--- config.mk ---
export PLATFORM = sky130hd
export DESIGN_NAME = key_debouncer
export DESIGN_NICKNAME = d
export VERILOG_FILES = /design/src/rtl/key_debouncer.sv
export SDC_FILE = /design/constraint.sdc
export NUM_CORES = 1
export LEC_CHECK = 0
export BUFFER_PORTS_ARGS = -buffer_cell sky130_fd_sc_hd__buf_2
export CAP_MARGIN = 25
export CORE_ASPECT_RATIO = 1.25
export CORE_MARGIN = 2
export CORE_UTILIZATION = 46
export DETAILED_ROUTE_END_ITERATION = 10
export HOLD_SLACK_MARGIN = 0.03
export PLACE_DENSITY = 0.67
export SLEW_MARGIN = 15
export SYNTH_ARGS = -nofsm -noshare
export SYNTH_HDL_FRONTEND = slang
export SYNTH_SLANG_ARGS = --single-unit
--- constraint.sdc ---
create_clock -name clk_i -period 1.2 [get_ports clk_i]
set_input_delay 0.3 -clock clk_i [delete_from_list [all_inputs] [get_ports clk_i]]
set_output_delay 0.3 -clock clk_i [all_outputs]
set_load 0.02 [all_outputs]
--- src/rtl/key_debouncer.sv ---
// key_debouncer
//   Multi-channel key debouncer with press/release edge pulses and
//   per-channel auto-repeat. Every channel runs identical logic; only its
//   repeat_mask_p bit differs.
//
// Parameters
//   width_p          number of independent key channels
//   active_low_p     1: raw 0 means pressed, 0: raw 1 means pressed
//   stable_cycles_p  consecutive agreeing synchronized samples to change state
//   repeat_delay_p   cycles from the press pulse to the first repeat pulse
//   repeat_period_p  cycles between subsequent repeat pulses
//   repeat_mask_p    bit i = 1 enables auto-repeat on channel i
//
// Ports
//   clk_i      clock, all state on the rising edge
//   reset_n_i  asynchronous active-low reset
//   keys_i     raw asynchronous key levels
//   level_o    debounced state, 1 = pressed
//   press_o    one-cycle pulse in the first cycle level_o is 1
//   release_o  one-cycle pulse in the first cycle level_o is 0 after a press
//   repeat_o   one-cycle auto-repeat pulse
//   trig_o     press_o | repeat_o
module key_debouncer #(
  parameter int                 width_p         = 5,
  parameter int                 active_low_p    = 1,
  parameter int                 stable_cycles_p = 4,
  parameter int                 repeat_delay_p  = 12,
  parameter int                 repeat_period_p = 3,
  parameter logic [width_p-1:0] repeat_mask_p   = '1
) (
  input  logic               clk_i,
  input  logic               reset_n_i,
  input  logic [width_p-1:0] keys_i,
  output logic [width_p-1:0] level_o,
  output logic [width_p-1:0] press_o,
  output logic [width_p-1:0] release_o,
  output logic [width_p-1:0] repeat_o,
  output logic [width_p-1:0] trig_o
);

  localparam int CNT_W    = $clog2(stable_cycles_p + 1);
  localparam int HOLD_MAX = (repeat_delay_p > repeat_period_p) ? repeat_delay_p
                                                               : repeat_period_p;
  localparam int HOLD_W   = $clog2(HOLD_MAX + 1);

  localparam logic [CNT_W-1:0]  CNT_LAST    = CNT_W'(stable_cycles_p - 1);
  localparam logic [HOLD_W-1:0] HOLD_SAT    = HOLD_W'(HOLD_MAX);
  localparam logic [HOLD_W-1:0] DELAY_LAST  = HOLD_W'(repeat_delay_p - 1);
  localparam logic [HOLD_W-1:0] PERIOD_LAST = HOLD_W'(repeat_period_p - 1);

  // Saturating increment keeps the hold counter from wrapping.
  function automatic logic [HOLD_W-1:0] sat_inc(input logic [HOLD_W-1:0] v);
    return (v == HOLD_SAT) ? v : v + HOLD_W'(1);
  endfunction

  logic [width_p-1:0]             sync1_q, sync1_d;
  logic [width_p-1:0]             sync2_q, sync2_d;
  logic [width_p-1:0][CNT_W-1:0]  cnt_q, cnt_d;
  logic [width_p-1:0]             level_q, level_d;
  logic [width_p-1:0]             press_q, press_d;
  logic [width_p-1:0]             release_q, release_d;
  logic [width_p-1:0][HOLD_W-1:0] hold_q, hold_d;
  logic [width_p-1:0]             phase_q, phase_d;
  logic [width_p-1:0]             repeat_q, repeat_d;
  logic [width_p-1:0]             trig_q, trig_d;

  always_comb begin
    // Synchronizer stage: polarity normalised so 1 = pressed.
    sync1_d = (active_low_p != 0) ? ~keys_i : keys_i;
    sync2_d = sync1_q;

    for (int i = 0; i < width_p; i++) begin
      // Debounce stage: count consecutive disagreeing samples.
      cnt_d[i]   = '0;
      level_d[i] = level_q[i];
      if (sync2_q[i] != level_q[i]) begin
        if (cnt_q[i] == CNT_LAST) begin
          level_d[i] = ~level_q[i];
        end else begin
          cnt_d[i] = cnt_q[i] + CNT_W'(1);
        end
      end

      press_d[i]   = level_d[i] & ~level_q[i];
      release_d[i] = ~level_d[i] & level_q[i];

      // Repeat stage: hold_q counts cycles since the press (phase 0) or
      // since the last repeat (phase 1); restarting at each pulse keeps
      // the cadence exact for any delay/period ratio.
      hold_d[i]   = '0;
      phase_d[i]  = 1'b0;
      repeat_d[i] = 1'b0;
      if (level_q[i] & level_d[i]) begin
        phase_d[i] = phase_q[i];
        hold_d[i]  = sat_inc(hold_q[i]);
        if (hold_q[i] == (phase_q[i] ? PERIOD_LAST : DELAY_LAST)) begin
          repeat_d[i] = repeat_mask_p[i];
          hold_d[i]   = '0;
          phase_d[i]  = 1'b1;
        end
      end

      trig_d[i] = press_d[i] | repeat_d[i];
    end
  end

  always_ff @(posedge clk_i or negedge reset_n_i) begin
    if (!reset_n_i) begin
      sync1_q   <= '0;
      sync2_q   <= '0;
      cnt_q     <= '0;
      level_q   <= '0;
      press_q   <= '0;
      release_q <= '0;
      hold_q    <= '0;
      phase_q   <= '0;
      repeat_q  <= '0;
      trig_q    <= '0;
    end else begin
      sync1_q   <= sync1_d;
      sync2_q   <= sync2_d;
      cnt_q     <= cnt_d;
      level_q   <= level_d;
      press_q   <= press_d;
      release_q <= release_d;
      hold_q    <= hold_d;
      phase_q   <= phase_d;
      repeat_q  <= repeat_d;
      trig_q    <= trig_d;
    end
  end

  assign level_o   = level_q;
  assign press_o   = press_q;
  assign release_o = release_q;
  assign repeat_o  = repeat_q;
  assign trig_o    = trig_q;

endmodule
## Yosys cells after proc, flatten, opt, wreduce, memory -nomap -nowiden

Index checks and enable logic that the tools add are counted.

- Bits in read-only memories: 0
- Output and inout port bits: 25
- Bits of input ports: 7
- Register bits: 75
- Logic and storage cells: 153
- Bits in writable memories: 0
- Bits in latches: 0
- Memories kept: 0

- Reductions and logical operators: 0
- $mul: 0
- Div/mod/pow operators: 0
- Multiplexer cells: 60
- Order comparisons: 0
- Bitwise gates (word level): 31
- Add/subtract/negate cells: 10
- Equality and inequality tests: 30
- Shift-type cells: 0

Operators with widths:

| operator | number |
|---|---|
| two-way mux 4 bit | 20 |
| two-way mux 1 bit | 30 |
| two-way mux 3 bit | 10 |
| adder 4 x 1 -> 4 bit (second input constant) | 5 |
| == test 4 bit | 5 |
| == test 4 bit (second input constant) | 5 |
| adder 3 x 1 -> 3 bit (second input constant) | 5 |
| AND 1 bit | 15 |
| == test 3 x 2 -> 1 bit (second input constant) | 5 |
| inequality test 3 x 2 -> 1 bit (second input constant) | 5 |
| inequality test 2 x 1 -> 1 bit (second input constant) | 5 |
| inverter 1 bit | 10 |
| inequality test 1 bit | 5 |
| inverter 5 bit | 1 |
| bitwise OR 1 bit | 5 |

## Logic depth before layout (Yosys ltp)

Gate-level depths: netlist (run 1).

- Depth after elaboration: 6
- Gate-level depth with buffers: 5

## Worst setup path after synthesis (run 1)

Ideal clock, no wire load.

- Path kind: register to register
- Start point: register cnt_q[12] (netlist bit)
- End point: register trig_q[4] (netlist: trig_o[4])
- Data required time: 1055 ps
- Data arrival time: 1124 ps
- Clock period less this slack: 1269 ps
- Buffers on the path: 0
- Library setup time: 145 ps
- Slack: -69 ps
- Stages on the path, launching flop included: 5
- Cell sequence: dfrtp_1 -> ha_1 -> nand2b_4 -> mux2_2 -> a21boi_0

- Word-level cells in the longest chain between the ends: 6
- Elaborated cells on any way between the ends: 7

RTL lines:

| what | RTL line | RTL |
|---|---|---|
| start: declaration | 58 | `logic [width_p-1:0][CNT_W-1:0] cnt_q, cnt_d;` |
| start signal: assignment | 122 | `cnt_q <= cnt_d;` |
| == test 3 x 2 -> 1 bit * | 77 | `if (cnt_q[i] == CNT_LAST) begin` |
| two-way mux 1 bit * | 77 |  |
| two-way mux 1 bit * | 76 | `if (sync2_q[i] != level_q[i]) begin` |
| named net level_d[4] | 59 | `logic [width_p-1:0] level_q, level_d;` |
| AND 1 bit | 93 | `if (level_q[i] & level_d[i]) begin` |
| two-way mux 1 bit | 93 |  |
| bitwise OR 1 bit * | 103 | `trig_d[i] = press_d[i] \| repeat_d[i];` |
| named net trig_d[4] | 65 | `logic [width_p-1:0] trig_q, trig_d;` |
| end signal: assignment | 129 | `trig_q <= trig_d;` |
| end: declaration | 65 |  |

The timed path passes the listed nets; every way through them passes the cells marked *.
A chain may end at the register's enable or synchronous reset.

## Worst setup path in the final report (run 1)

- Start point: register hold_q[17] (netlist bit)
- End point: register hold_q[18] (netlist bit)

- Word-level cells in the longest chain between the ends: 4
- Elaborated cells on any way between the ends: 7

RTL lines:

| what | RTL line | RTL |
|---|---|---|
| start: declaration | 62 | `logic [width_p-1:0][HOLD_W-1:0] hold_q, hold_d;` |
| start signal: assignment | 126 | `hold_q <= hold_d;` |
| adder 4 x 1 -> 4 bit | 53 | `return (v == HOLD_SAT) ? v : v + HOLD_W'(1);` |
| two-way mux 4 bit | 53 |  |
| two-way mux 4 bit | 96 | `if (hold_q[i] == (phase_q[i] ? PERIOD_LAST : DELAY_LAST)) begin` |
| two-way mux 4 bit | 93 |  |

Parallel ways exist; a longest one is shown, timed or not. The select of a mux whose other input is x is not followed.

==> metrics.sh, run 1 <==
HOLD-WORST-SLACK_PS=89.5
MIN_PERIOD_PS=1250
CLOCK_TREE.HTREE_LEVEL_COUNT=3
R2R_SLACK_PS=-50
VIOLATIONS='negative setup slack'
CRITPATHMAXFANOUT=4
CLOCK_SKEW_AFTER_LAYOUT_PS=7.40
POST_SYNTH_XOR_AREA_FRACTION=0.0411
HOLD_VIOL=0
HOLDCRITPATHCLASS='in -> reg'
DRT_ITER0_DRC=86
SYN_AVG_CELL_AREA_UM2=12.5
TNS_PS=-220
ANTENNA_FOUND_INITIAL=0
IR_WORST_VDD_V=0.00124
SYNTH_FA_HA_AREA_FRAC=0.0587
INTERNAL_POWER_mW=6.03
SWITCHINGPOWER_mW=3.39
FINAL_LAYOUT_SIZE_SUFFIX_GT1_FRAC=0.564
FINAL-SETUP-VIOL-COUNT=9
HOLD-PATH-ENDPOINT='sync1_q[0]'
SYNTH_CELL_TYPES=27
MIN_DELAY_STARTPOINT='keys_i[0]'
CELLPOWERDENSITY_mW_PER_MM2=2020
POWER.TOTAL_mW=9.43
FIRST_PASS_ITERS=4
DPL_CELL_AREA_MM2=0.00370
HPWLAFTERDP_UM=3780
WORSTREG2REGEND='hold_q[18]'
CTS_SINKS=75
LAYOUT_WORST_PATH_CYCLE_SHARE=1.04
POST_SYNTH_DESIGN_CELL_AREA_MM2=0.00320
PLACEMENT.IO_BUFFERS=31
POST_DRT_VIA_CELL_RATIO=5.08
MAX_SLEW.WORST_PIN.SLEW_PS=379
SETUP.WORST_PATH.END_CLASS='register'
LAYOUT.CELLS.MOST_COMMON_LIST='61 x dfrtp_1, 37 x buf_4, 22 x buf_2'
CLK-INSERTION-DELAY-LATE_PS=340
DRC=0
COMBINATIONALPOWERSHARE=0.447
SYN_TO_FINAL_GROWTH_PCT=45.9
FINAL_ANTENNA_NET_COUNT=0
POST_DRT_WL_PER_CELL_UM=14.5
POST-ROUTE-WORST-SETUP-SLACK_PS=-50.6
MAX_CLOCK_FREQ_GHz=0.800
SYNTHESIS.NETS=277
POST-ROUTE-CELL-AREA_MM2=0.00467
INITIAL_CORE_UTIL=0.467
FINAL_COMMON_CELL='dfrtp_1'
CTS_BUFFERS=9
CP.REQUIRED_PS=1440
SYNTH.MUX.AREA_FRACTION=0.0297
CRITICAL_PATH_ARRIVAL_PS=1490
GRT_UTIL_ALL_LAYERS=0.168
DESIGN.FINAL.NETS=365
DIE_AREA_MM2=0.00764
SWSHARE=0.360
STARTPOINT_TYPE='register'
SHARE_OF_THE_SYNTHESIZED_AREA_IN_COMPOUND_GATES_AO_OA_AOI_OAI=0.0927
TIMING.REG2REG.WORST_PATH_DEPTH=4
PATH_CLK_SLEW_PS=70
SYNTH_TOP_FAMILY_BY_AREA='simple AND/OR/NAND/NOR gates'
PLACEABLECOREAREA_MM2=0.00685
DIE_W_UM=78.6
FP-ROW-COUNT=34
POWER.SEQUENTIAL.FRACTION=0.388
WORST_SLEW_MARGIN_REL=0.747
CTS_ROOT_BUFFER='clkbuf_8'
TRITONCTS='yes'
SYNTH.FF_LATCH_COUNT=75
WHS_PATH_DEPTH=2
DETAIL_ROUTE.WIRELENGTH_UM=6340
STATUS='complete, but fails checks'
REPORT.FINAL.SLEW_VIOL_COUNT=0
CAP_VIOLATIONS=0
GRT_PASS1_WL_UM=10100
RSZ_0062_RAISED_AFTER_GLOBAL_ROUTING='yes'
SYNTH_SEQ_AREA_SHARE=0.587
GRT_OVERFLOW=0
YOSYSWARNINGCOUNT=0
DR_TOTAL_VIAS=2213
GRT_PASS1_VIAS=2244
OVERALL_DIE_HEIGHT_UM=97.2
LARGEST_NET_DEGREE_AT_THE_START_OF_GLOBAL_ROUTING=28
NETLIST_INSTANCES=255
CLOCK_PATH_BUFFERS=2
GP_CONGESTION=0.771
SYNTH_SIMPLE_GATE_AREA_SHARE=0.160
ANTENNA_CELLS=0
FLOORPLAN.IO_PINS=32
CLKPWRFRAC=0.164
TIMING.SETUP.CRITICAL_PATH_CLASS='reg -> reg'
FINAL.FILL_COUNT=497
CRIT-REG2REG-LAUNCH='hold_q[17]'
STATIC_POWER_DUE_TO_LEAKAGE_nW=2.02
-- layout make-up --
type	count	area [µm²]	area share
Tap cell	90	113	0.0241
Inverter	26	97.6	0.0209
Clock inverter	4	20.0	0.00429
Timing Repair Buffer	77	607	0.130
Multi-Input combinational cell	154	1810	0.387
Sequential cell	75	1890	0.406
Clock buffer	10	128	0.0274
-- critical path: stages (launching register included) --
cell and delay, ps:
dfrtp_2 440, buf_4 160, ha_4 160, xnor2_2 140, a211oi_2 260
-- layer usage --
metal / global-route usage / share of wire / up-vias
met4: 0.0702 / 0.011 / 0
met5: 0 / 0 / -
met1: 0.212 / 0.42 / 1117
li1: - / - / 1058
met3: 0.0446 / 0.030 / 6
met2: 0.273 / 0.54 / 32
-- power by group through the flow --
stage          Combinational [mW]  Clock [mW]  Sequential, mW
2_1_floorplan                1.43           0            3.72
3_3_place_gp                 2.40           0            3.57
3_5_place_dp                 2.46           0            3.60
4_1_cts                      3.15        1.60            3.57
5_1_grt                      4.58        1.71            3.74
6_report                     4.21        1.55            3.66
-- metrics by stage --
step           setup WS [ps]   util  std cells
2_1_floorplan           14.9      -        255
3_3_place_gp           -49.0  0.540        400
3_5_place_dp           -93.3  0.540        400
4_1_cts                -43.6  0.607        427
5_1_grt                -76.8  0.681        436
6_report               -50.6  0.681        436
-- registers in the layout (all words and copies together), names as in the netlist --
register	flops
repeat_o	5
sync2_q	5
hold_q	20
sync1_q	5
cnt_q	15
trig_o	5
level_o	5
phase_q	5
release_o	5
press_o	5
-- cells in the mapped netlist --
master	count	area (µm²)
xnor2_1	15	131
inv_1	26	97.6
a21oi_1	5	25.0
a21boi_0	4	30.0
o21ai_0	4	20.0
o21a_2	1	8.76
a211oi_1	4	30.0
and3b_1	6	52.6
nand3_1	10	50.1
mux2_2	4	45.0
dfrtp_1	75	1880
mux2i_1	5	50.1
nand2b_1	1	6.26
ha_1	15	188
a2111oi_2	4	60.1
nand2b_4	4	55.1
a2111oi_4	1	27.5
nor2b_1	7	43.8
o21a_1	4	30.0
o21ai_1	5	25.0
nor2_1	9	33.8
a211oi_2	2	25.0
nor3_1	17	85.1
nor3b_1	24	180
a31oi_1	1	6.26
o21ai_2	1	8.76
and2_1	1	6.26
-- kinds of logic after synthesis --
| group | after synthesis |
|---|---|
| AND/OR/NAND/NOR | 79 |
| buffers and inverters | 26 |
| multiplexers | 9 |
| flip-flops | 75 |
| adder cells (fa/ha/maj) | 15 |
| AO/OA/AOI/OAI | 36 |
| XOR/XNOR | 15 |
-- worst max path at each step --
stage                     slack (ps)         end  depth (start not counted)       start
final                            -50  hold_q[18]                          4  hold_q[17]
after global routing             -80  hold_q[18]                          4  hold_q[17]
after CTS                        -40   hold_q[7]                          3   hold_q[4]
after detailed placement         -90  hold_q[16]                          4   cnt_q[12]
after global placement           -50  hold_q[17]                          4   cnt_q[12]
after floorplan                   10   trig_o[4]                          4   cnt_q[12]
-- what timing repair did --
action / in CTS / in global routing
resized for setup: 51 / 97
endpoints found under the setup margin: 33 / 49
setup buffers: 14 / 12
pin swaps: 15 / 29
hold buffers: 1 / 0
hold endpoints to repair: 21 / 0
(Power assumes the default switching activity.)
==> inputs of run 2 (changes only) <==
ABC_AREA = 1   (was unset)
SETUP_SLACK_MARGIN = 0.5   (was unset)
==> run 2 against run 1 <==
The run still ends with negative setup slack left; clock power rose by 21%; sequential power about the same; setup slack improved by 39 ps; non-clock buffer count grew 21; wire length grew 26%; count of clock-buffer cells in the layout shrank 1; critical endpoint is now level_o[1]; largest power group unchanged; highest routed layer unchanged.
==> metrics.sh, run 2 <==
HPWLAFTERDP_UM=4140  # was 3780 µm
SETUP.WORST_PATH.END_CLASS='output pin'  # was register
CLK-INSERTION-DELAY-LATE_PS=350  # was 340 ps
CLOCK_SKEW_AFTER_LAYOUT_PS=9.56  # was 7.40 ps
TIMING.SETUP.CRITICAL_PATH_CLASS='reg -> out'  # was reg -> reg
ANTENNA_CELLS=0  # unchanged
ANTENNA_FOUND_INITIAL=0  # unchanged
CLOCK_TREE.HTREE_LEVEL_COUNT=3  # unchanged
DRC=0  # unchanged
REPORT.FINAL.SLEW_VIOL_COUNT=0  # unchanged
POST-ROUTE-CELL-AREA_MM2=0.00548  # was 0.00467 mm²
POST_SYNTH_DESIGN_CELL_AREA_MM2=0.00333  # was 0.00320 mm²
WL_MET1_UM=3200  # was 2660 µm
CAP_VIOLATIONS=0  # unchanged
SYNTH.FF_LATCH_COUNT=75  # unchanged
SYNTH_CELL_TYPES=24  # was 27
STATIC_POWER_DUE_TO_LEAKAGE_nW=2.55  # was 2.02 nW
WORST_SLEW_MARGIN_REL=0.759  # was 0.747
MIN_PERIOD_PS=1210  # was 1250 ps
MAX_CLOCK_FREQ_GHz=0.826  # was 0.800 GHz
SYNTH.LARGEST_AREA_CELL='dfrtp_1'  # unchanged
DETAILROUTE.WIRELENGTH.MET2_UM=4340  # was 3410 µm
DESIGN.FINAL.NETS=502  # was 365
DR_TOTAL_VIAS=2788  # was 2213
SYNTH_TOP_CELLS_BY_AREA='dfrtp_1 56%, nand2_1 8.9%, inv_1 7.8%'  # was dfrtp_1 59%, ha_1 5.9%, nor3b_1 5.6%
OVERALL_DIE_HEIGHT_UM=99.1  # was 97.2 µm
LARGEST_REGISTER_FFS=20  # unchanged
DIE_W_UM=80.1  # was 78.6 µm
DIE_AREA_MM2=0.00794  # was 0.00764 mm²
CLOCK_PATH_BUFFERS=2  # unchanged
HOLDCRITPATHCLASS='in -> reg'  # unchanged
GRT_UTIL_ALL_LAYERS=0.203  # was 0.168
HOLD_VIOL=0  # unchanged
CP.REQUIRED_PS=900  # was 1440 ps
PLACEABLECOREAREA_MM2=0.00698  # was 0.00685 mm²
SYNTHMOSTINSTANTIATEDCELL='nand2_1'  # was dfrtp_1
GRT_PASS1_WL_UM=12600  # was 10100 µm
RSZ_0062_RAISED_AFTER_GLOBAL_ROUTING='yes'  # unchanged
CTS_ROOT_BUFFER='clkbuf_8'  # unchanged
DOMINANT_REGISTER_CELL_IN_THE_SYNTHESIZED_NETLIST='dfrtp_1'  # unchanged
SYNTHESIS.NETS=393  # was 277
POST_DRT_WL_PER_CELL_UM=13.9  # was 14.5 µm
POST-PLACE-WS_PS=54.7  # was -93.3 ps
GRT_PASS1_VIAS=2827  # was 2244
CTS_SINKS=75  # unchanged
TOP_LAYER='met4'  # unchanged
STATUS='complete, but fails checks'  # unchanged
LARGEST_REGISTER='hold_q'  # unchanged
STARTPOINT_TYPE='register'  # unchanged
CP_SLOWEST_CELL='dfrtp_2'  # unchanged
CRITPATHMAXFANOUT=2  # was 4
SYNTHARSTFLOPSHARE=1.00  # unchanged
SYNTH_LARGEST_TYPE_AREA_FRACTION=0.564  # was 0.587
PLACEMENT.IO_BUFFERS=31  # unchanged
GRT_OVERFLOW=0  # unchanged
CELLPOWERDENSITY_mW_PER_MM2=2110  # was 2020 mW/mm²
CRIT_PATH_MAX_INCR_DELAY_PS=430  # was 440 ps
LAYOUT_WORST_PATH_CYCLE_SHARE=1.01  # was 1.04
POST_DRT_VIA_CELL_RATIO=4.85  # was 5.08
DRT_ITER0_DRC=41  # was 86
CRIT_FAMILY='flip-flops'  # unchanged
FIRST_PASS_ITERS=4  # unchanged
DPL_CELL_AREA_MM2=0.00391  # was 0.00370 mm²
CRITICAL_PATH_ARRIVAL_PS=910  # was 1490 ps
FP-ROW-COUNT=34  # unchanged
HOLD-WORST-SLACK_PS=79.0  # was 89.5 ps
MOST_COMMON_LIBRARY_CELLS_AFTER_SYNTHESIS='79 x nand2_1, 75 x dfrtp_1, 69 x inv_1'  # was 75 x dfrtp_1, 26 x inv_1, 24 x nor3b_1
DETAIL_ROUTE.WIRELENGTH_UM=7980  # was 6340 µm
LARGEST_NET_DEGREE_AT_THE_START_OF_GLOBAL_ROUTING=42  # was 28
SYNTH_ENABLE_FLOP_CELLS=0  # unchanged
SYN_AVG_CELL_AREA_UM2=8.97  # was 12.5 µm²
SYN_TO_FINAL_GROWTH_PCT=64.7  # was 45.9%
FLOORPLAN.IO_PINS=32  # unchanged
MET3_LENGTH_UM=239  # was 193 µm
FINAL_ANTENNA_NET_COUNT=0  # unchanged
CELL_CHAIN_OF_THE_CRITICAL_PATH='buf_6'  # was buf_4 -> ha_4 -> xnor2_2 -> a211oi_2
MAX_SLEW.WORST_PIN.SLEW_PS=360  # was 379 ps
TRITONCTS='yes'  # unchanged
YOSYSWARNINGCOUNT=0  # unchanged
CRITPATHBUFINV=1  # unchanged
FINAL_COMMON_CELL='dfrtp_1'  # unchanged
LARGEST_REGISTERS='hold_q x20, cnt_q x15'  # unchanged
GP_CONGESTION=0.815  # was 0.771
INITIAL_CORE_UTIL=0.477  # was 0.467
FINAL-SETUP-VIOL-COUNT=2  # was 9
CTS_BUFFERS=9  # unchanged
LAYOUT.CELLS.MOST_COMMON_LIST='53 x dfrtp_1, 51 x buf_6, 46 x nand2_1'  # was 61 x dfrtp_1, 37 x buf_4, 22 x buf_2
VIOLATIONS='negative setup slack'  # unchanged
R2R_SLACK_PS=30  # was -50 ps
SYNTH_SEQ_AREA_SHARE=0.564  # was 0.587
POST-ROUTE-WORST-SETUP-SLACK_PS=-11.2  # was -50.6 ps
IR_WORST_VDD_V=0.00118  # was 0.00124 V
FINALCOREUTILIZATION=0.786  # was 0.681
PATH_CLK_SLEW_PS=80  # was 70 ps
FINAL_LAYOUT_SIZE_SUFFIX_GT1_FRAC=0.637  # was 0.564
NETLIST_INSTANCES=371  # was 255
-- run 2: cell types whose count changed in the layout (fill, tap and decap cells not counted), sizes merged, moves of 9 or more --
cell / before / now
inv: 26 / 69
nand3: 10 / 26
buf: 76 / 97
nand2: 0 / 83
xnor2: 15 / 6
nor3b: 24 / 1
nor2: 9 / 52
-- run 2: metrics by stage --
step	TNS [ps]	cells	power [mW]
6_report	-20.5	575	11.6
4_1_cts	-56.3	554	10.5
3_3_place_gp	0	495	6.52
2_1_floorplan	0	371	5.90
5_1_grt	-206	575	12.3
3_5_place_dp	0	495	6.66
-- run 2: power by group --
group	switching [mW]	total [mW]	internal, mW
clock network	0.933	1.88	0.951
logic	2.97	6.00	3.03
registers	0.617	3.69	3.08
-- run 2: layout make-up --
class	instances	area (µm²)
timing repair buffer	98	957
tap	90	113
clock buffer	9	124
sequential	75	1900
inverter	70	289
fill	417	1490
clock inverter	7	68.8
multi-input combinational	226	2030
-- run 2: final timing paths --
path,end,depth (start not counted),startpoint
worst min-delay path,sync1_q[3],2,keys_i[3]
min in group asynchronous,release_o[1],2,reset_n_i
worst min register to register,sync2_q[1],0,sync1_q[1]
worst max register to register,hold_q[6],7,level_o[1]
worst max-delay path,level_o[1],1,level_o[1]
max in group asynchronous,level_o[4],3,reset_n_i
-- run 2: metal layers --
metal  GRT usage  vias to the layer above
met3      0.0436                       19
met2       0.358                       49
met5           0                        -
met1       0.237                     1361
li1            -                     1359
met4      0.0847                        0
-- run 2: what timing repair did --
action                                  CTS  global route
endpoints found under the setup margin   90           163
resized for setup                       158            93
setup buffers                            42            21
pin swaps                                47            41
hold buffers                              1             1
endpoints found under the hold margin    75            75
-- run 2: cells by family after synthesis --
group,after synthesis,share of synthesized area
AND/OR/NAND/NOR,175,0.228
flip-flops,75,0.564
buffers and inverters,70,0.0789
AO/OA/AOI/OAI,23,0.0387
adder cells (fa/ha/maj),15,0.0564
XOR/XNOR,13,0.0342
